$ cat src/rtl/uart_tx.sv
// ---------------------------------------------------------------------------
// uart_tx -- UART transmitter, 11-bit frame:
//    start(0), 8 data bits LSB first, parity, stop(1).
// Parameters:
//    CLK_FREQ   system clock in MHz
//    UART_BPS   baud rate
//    CHECK_SEL  1 = odd parity, 0 = even parity
// Ports:
//    clk_i       system clock, rising edge
//    rst_i       synchronous active-high reset
//    tx_start_i  transmit request, accepted only when tx_ready_o is high
//    tx_data_i   byte to send, captured on the accept cycle
//    tx_ready_o  transmitter idle, can accept a request
//    tx_busy_o   frame in progress
//    tx_done_o   one-cycle pulse after the stop bit completes
//    uart_txd_o  registered serial line, idles high
// ---------------------------------------------------------------------------
module uart_tx #(
   parameter int CLK_FREQ  = 50,
   parameter int UART_BPS  = 9600,
   parameter int CHECK_SEL = 1
) (
   input  logic       clk_i,
   input  logic       rst_i,
   input  logic       tx_start_i,
   input  logic [7:0] tx_data_i,
   output logic       tx_ready_o,
   output logic       tx_busy_o,
   output logic       tx_done_o,
   output logic       uart_txd_o
);

   localparam int          BPS_CNT = CLK_FREQ * 1000000 / UART_BPS;
   localparam logic [15:0] BPS_MAX = 16'(BPS_CNT - 1);

   localparam logic [2:0] S_IDLE   = 3'd0;
   localparam logic [2:0] S_START  = 3'd1;
   localparam logic [2:0] S_DATA   = 3'd2;
   localparam logic [2:0] S_PARITY = 3'd3;
   localparam logic [2:0] S_STOP   = 3'd4;

   logic [2:0]  state_q, state_d;
   logic [15:0] cnt_q, cnt_d;
   logic [2:0]  idx_q, idx_d;
   logic [7:0]  shift_q, shift_d;
   logic        par_q, par_d;
   logic        txd_q, txd_d;
   logic        done_q, done_d;
   logic        bit_end;

   assign bit_end = (cnt_q == BPS_MAX);

   always_comb begin
      state_d = state_q;
      cnt_d   = cnt_q;
      idx_d   = idx_q;
      shift_d = shift_q;
      par_d   = par_q;
      done_d  = 1'b0;

      // bit timer free-runs in every non-idle state; its wrap is the bit end
      if (state_q != S_IDLE)
         cnt_d = bit_end ? 16'd0 : cnt_q + 16'd1;

      case (state_q)
         S_IDLE: begin
            if (tx_start_i) begin
               state_d = S_START;
               cnt_d   = 16'd0;
               idx_d   = 3'd0;
               shift_d = tx_data_i;
               par_d   = (CHECK_SEL == 1) ? ~^tx_data_i : ^tx_data_i;
            end
         end
         S_START:  if (bit_end) state_d = S_DATA;
         S_DATA: begin
            if (bit_end) begin
               if (idx_q == 3'd7) begin
                  state_d = S_PARITY;
               end else begin
                  shift_d = {1'b0, shift_q[7:1]};
                  idx_d   = idx_q + 3'd1;
               end
            end
         end
         S_PARITY: if (bit_end) state_d = S_STOP;
         S_STOP: begin
            if (bit_end) begin
               state_d = S_IDLE;
               done_d  = 1'b1;
            end
         end
         default: state_d = S_IDLE;
      endcase

      // line level is decoded from the next state so the register holds the
      // bit value for exactly the cycles the state does
      case (state_d)
         S_START:  txd_d = 1'b0;
         S_DATA:   txd_d = shift_d[0];
         S_PARITY: txd_d = par_d;
         default:  txd_d = 1'b1;
      endcase
   end

   always_ff @(posedge clk_i) begin
      if (rst_i) begin
         state_q <= S_IDLE;
         cnt_q   <= 16'd0;
         idx_q   <= 3'd0;
         shift_q <= 8'd0;
         par_q   <= 1'b0;
         txd_q   <= 1'b1;
         done_q  <= 1'b0;
      end else begin
         state_q <= state_d;
         cnt_q   <= cnt_d;
         idx_q   <= idx_d;
         shift_q <= shift_d;
         par_q   <= par_d;
         txd_q   <= txd_d;
         done_q  <= done_d;
      end
   end

   assign tx_ready_o = (state_q == S_IDLE);
   assign tx_busy_o  = (state_q != S_IDLE);
   assign tx_done_o  = done_q;
   assign uart_txd_o = txd_q;

endmodule

$ cat config.mk
export PLATFORM = sky130hd
export DESIGN_NAME = uart_tx
export DESIGN_NICKNAME = d
export VERILOG_FILES = /design/src/rtl/uart_tx.sv
export SDC_FILE = /design/constraint.sdc
export NUM_CORES = 1
export LEC_CHECK = 0
export CAP_MARGIN = 25
export CORE_ASPECT_RATIO = 0.9
export CORE_MARGIN = 8
export CORE_UTILIZATION = 56
export DETAILED_ROUTE_END_ITERATION = 8
export PLACE_DENSITY = 0.78
export SLEW_MARGIN = 10
export SYNTH_ARGS = -nofsm -noshare
export SYNTH_HDL_FRONTEND = slang
export SYNTH_SLANG_ARGS = --single-unit
$ cat constraint.sdc
create_clock -name clk_i -period 2.1 [get_ports clk_i]
set_clock_uncertainty 0.05 [all_clocks]
set_input_delay 0.315 -clock clk_i [delete_from_list [all_inputs] [get_ports clk_i]]
set_output_delay 0.315 -clock clk_i [all_outputs]
set_load 0.05 [all_outputs]
Word level (Yosys, flattened, before mapping)
Index checks and enable logic that the tools add are counted.

storage, ports and cells
  memories kept = 0
  bits in latches = 0
  ROM bits = 0
  register bits after elaboration = 33
  input bits = 11
  output and inout bits = 4
  bits in writable memories = 0

operators by class
  multiplexer cells = 23
  multipliers = 0
  bitwise operators = 1
  order comparisons = 0
  reduce and logical (&&, ||, !) cells = 6
  divide/modulo/power cells = 0
  shifts and indexed selects = 0
  add/sub/neg operators = 2
  equality and inequality tests = 12

operators with widths
  kind                   number
  $mux 16                4
  $mux 3                 9
  $mux 8                 3
  $add 16x1->16 const B  1
  $eq 16x13->1 const B   1
  $pmux 8 s2             1
  $pmux 3 s5             1
  $eq 3x2->1 const B     4
  $reduce_xnor 8->1      1
  $eq 3x1->1 const B     2
  $eq 3x3->1 const B     2
  $ne 2x2->1 const B     3
  $pmux 3 s2             1
  $reduce_and 4->1       1
  $add 3x1->3 const B    1
  $logic_not 3->1        1
  $mux 1                 3
  $pmux 1 s3             1
  $reduce_bool 3->1      1
  $reduce_bool 2->1      1
  $reduce_or 2->1        1
  $not 1->1              1

Logic depth before layout (Yosys ltp)
  word-level depth = 6
  gate-level depth with buffers = 9

Least setup slack after synthesis
OpenSTA, ideal clock, no wires.

  path type = register to register
  start point = reg state_q[1]
  end point = reg txd_q (netlist: uart_txd_o)
  buffers on the path = 3
  stages on the path, launching flop included = 10
  clock period less this slack = 1.912 ns
  data arrival time = 1.728 ns
  path slack = 0.188 ns
  required time = 1.916 ns
  cells stage by stage = dfxtp_1 -> buf_2 -> or3_1 -> buf_2 -> clkinv_2 -> and2_1 -> buf_6 -> a21oi_4 -> a221oi_4 -> a31oi_1

on the way
  word-level cells in the longest chain between the ends = 5

RTL lines
  item                                             line  source
  start: declaration                               42    logic [2:0] state_q, state_d;
  start signal: assignment                         116   state_q <= state_d;
  $mux 3                                           78    if (idx_q == 3'd7) begin
  $mux 3                                           77    if (bit_end) begin
  $pmux 3 s5                                       65    case (state_q)
  $eq 3x2->1 / $eq 3x1->1 (equally long branches)  98    case (state_d)
  $pmux 1 s3 (*)                                   98
  end signal: assignment                           121   txd_q <= txd_d;
  end: declaration                                 47    logic txd_q, txd_d;

Every way passes the cells marked *; elsewhere a longest branch is shown, timed or not.
A chain may end at the register's enable or synchronous reset.

Final worst setup path
  start point = reg state_q[2]
  end point = out tx_ready_o

on the way
  word-level cells in the longest chain between the ends = 1

RTL lines
  item              line  source
  $logic_not 3->1   126   assign tx_ready_o = (state_q == S_IDLE);
  end: declaration  27    output logic tx_ready_o,

Every way passes these cells.

==> flow_metrics.tcl <==
set metrics [dict create \
    start_util_pct 57.3 \
    dp_hpwl_um 2640 \
    maxSlewViolCount 0 \
    route.met2.wl_um 1680 \
    grt_setup_unrepaired "false" \
    met3_length_um 313 \
    hold_viol 0 \
    netSwitchingFraction_pct 26.8 \
    crit_fanout 11 \
    maxCapViolCount 0 \
    synth_compound_area_share_pct 22.3 \
    outcome "finished, final reports clean" \
    crit_buf_inv 3 \
    p_int_mw 0.850 \
    cts_tree "built" \
    io_buffer_count 14 \
    cp-end-kind "output pin" \
    coreArea_um2 2970 \
    cts_buffer_depth 2 \
    max-slew-margin-rel_pct 66.7 \
    firstDrtPassIters 4 \
    synth_ff_type "dfxtp_1" \
    synth-xor-area-share_pct 4.11 \
    die_w_um 74.1 \
    yosysSeqAreaShare_pct 38.8 \
    max_freq_ghz 0.506 \
    wl_per_cell_um 14.7 \
    clkSlewWorstSetupHoldPaths_ns 0.09 \
    path_class "flip-flop to output pin" \
    insertion_delay_ns 0.34 \
    ant_nets 0 \
    total_power_mw 1.16 \
    antenna_found_initial 0 \
    drtIter0Drc 232 \
    synthCells 196 \
    syn_avg_cell_area_um2 8.69 \
    post-route-period-util_pct 94.1 \
    synthMuxAreaShare_pct 0.588 \
    power_frac_comb_pct 14.7 \
    grt_pass1_vias 1409 \
    synthAdderAreaFrac_pct 2.20 \
    die_area_um2 5060 \
    mostFrequentLayoutCell "dfxtp_1" \
    nets 229 \
    diodes 0 \
    yosysWarnings 0 \
    crit_path_top_delay_cell "or3_4" \
    root_buffer "clkbuf_4" \
    clock_sinks 33 \
    leakagePower_nw 0.659 \
    rows 19 \
    via_count 1573 \
    cts_htree_levels 2 \
    switchingPower_mw 0.312 \
    ys_seq_elements 33 \
    via_per_inst 6.10 \
    layout-drive-gt1-share_pct 12.0 \
    critPathRequiredTime_ns 1.74 \
    grt_usage_pct 16.2 \
    grt_start_max_net_pins 32 \
    gp_congestion 0.833 \
    crit_family "buffers and inverters" \
    slowest_delay_ns 0.44 \
    grt_pass1_wl_um 6390 \
    fin_crit_ns 1.98 \
    async_flop_share_pct 0 \
    clkPwrFrac_pct 29.1 \
    path_cells "or3_4, clkinv_2, buf_4, buf_12" \
    die_h_um 68.3 \
    grt_overflow_total 0 \
    setup-violations-final 0 \
    seq_power_share_pct 56.2 \
    tns_ns 0 \
    synth-edff-count 0 \
    power_density_nw_per_um2 593 \
    syn_area_um2 1700 \
    hold_class "flip-flop to flip-flop" \
    routed.top_layer "met4" \
    syn2layout_area_growth_pct 15.1 \
    wirelength_um 3780 \
    cp.arrival_ns 1.61 \
    ioPinCount 15 \
    startpoint_type "flip-flop" \
    drc 0 \
    drt-met1-wl_um 1710 \
    synth_top_family_by_area "simple AND/OR/NAND/NOR gates" \
    max_slew.worst_pin.slew_ns 0.498 \
    peakVddDrop_mv 0.473 \
    synth.distinct_cells 46 \
    synth-simple-area-share_pct 27.8 \
    cts_buffers 5 \
    syn_nets 210 \
    holdBufCountCts 0 \
    fill_cells 252 \
    layout_common_cells "dfxtp_1 (33), nand2_1 (22), a21oi_1 (19), clkdlybuf4s50_1 (12)" \
]
## Yosys cell counts (all sizes together) (2+ instances only)
master / n / area, µm²
a31oi: 3 / 18.8
xnor2: 8 / 70.1
o21ai: 7 / 35.0
buf: 8 / 55.1
a311oi: 6 / 52.6
or2: 2 / 12.5
clkbuf: 3 / 11.3
a22oi: 7 / 52.6
dfxtp: 33 / 661
a211oi: 3 / 22.5
ha: 3 / 37.5
nor2: 12 / 55.1
nand2: 22 / 82.6
nand4: 3 / 18.8
a21oi: 20 / 111
nand3b: 6 / 45.0
and4: 3 / 26.3
and3: 3 / 18.8
or3: 2 / 12.5
nand3: 7 / 35.0
and2: 5 / 31.3
nor3: 11 / 60.1
a41oi: 2 / 17.5
nand2b: 2 / 12.5
## worst min-delay path, cell delays in order, from the launching register on
cell,delay (ns)
dfxtp_1,0.32
nand2_1,0.05
a21oi_1,0.05
## layout make-up
type / instances / area, µm² / share of cell area (%)
inverters: 1 / 5.00 / 0.255
clock buffers: 8 / 48.8 / 2.49
flip-flops and latches: 33 / 661 / 33.7
well taps: 42 / 52.6 / 2.68
multi-input cells: 151 / 978 / 49.9
repair buffers: 23 / 215 / 11.0
## stage by stage
stage	util (%)	area (µm²)	hold WS (ns)	std cells	setup slack, ns
floorplan	-	1700	0.384	196	0.188
global placement	64.1	1900	0.394	250	0.161
detailed placement	64.1	1900	0.397	250	0.0548
CTS	65.7	1950	0.410	258	0.0150
global route	66.0	1960	0.426	258	0.00902
finish	66.0	1960	0.409	258	0.124
## what timing repair did
item                       4_1_cts  5_1_grt
buffers inserted                 0        0
setup endpoints to repair        0       20
hold endpoints to repair         0        0
resized for setup                0        3
## kinds of logic after synthesis
logic type | after synthesis
compound gates | 54
xor+xnor | 8
fa+ha+maj | 3
buf+inv | 12
flops | 33
mux | 1
simple gates | 85
## power groups by stage
| stage | registers (mW) | logic, mW | clock network [mW] |
|---|---|---|---|
| 6_report | 0.653 | 0.171 | 0.339 |
| 3_3_place_gp | 0.666 | 0.165 | 0 |
| 3_5_place_dp | 0.667 | 0.168 | 0 |
| 4_1_cts | 0.652 | 0.169 | 0.344 |
| 2_1_floorplan | 0.669 | 0.110 | 0 |
| 5_1_grt | 0.654 | 0.186 | 0.378 |
## path summary, 6_finish.rpt
check	start	end	slack, ns	cells past startpoint
setup / recovery	state_q[2]	tx_ready_o	0.12	4
hold / removal	shift_q[5]	shift_q[5]	0.41	2
setup reg to reg	cnt_q[0]	cnt_q[12]	0.13	7
hold reg to reg	shift_q[5]	shift_q[5]	0.41	2
## layer usage
metal | vias up | track usage [%]
met5 | - | 0
met1 | 729 | 20.2
met2 | 69 | 25.1
li1 | 767 | -
met4 | 0 | 8.46
met3 | 8 | 4.54
## state kept, by name (all words and copies together) (netlist names)
name	cells
idx_q	3
tx_done_o	1
uart_txd_o	1
par_q	1
state_q	3
shift_q	8
cnt_q	16
(Power assumes the default switching activity.)
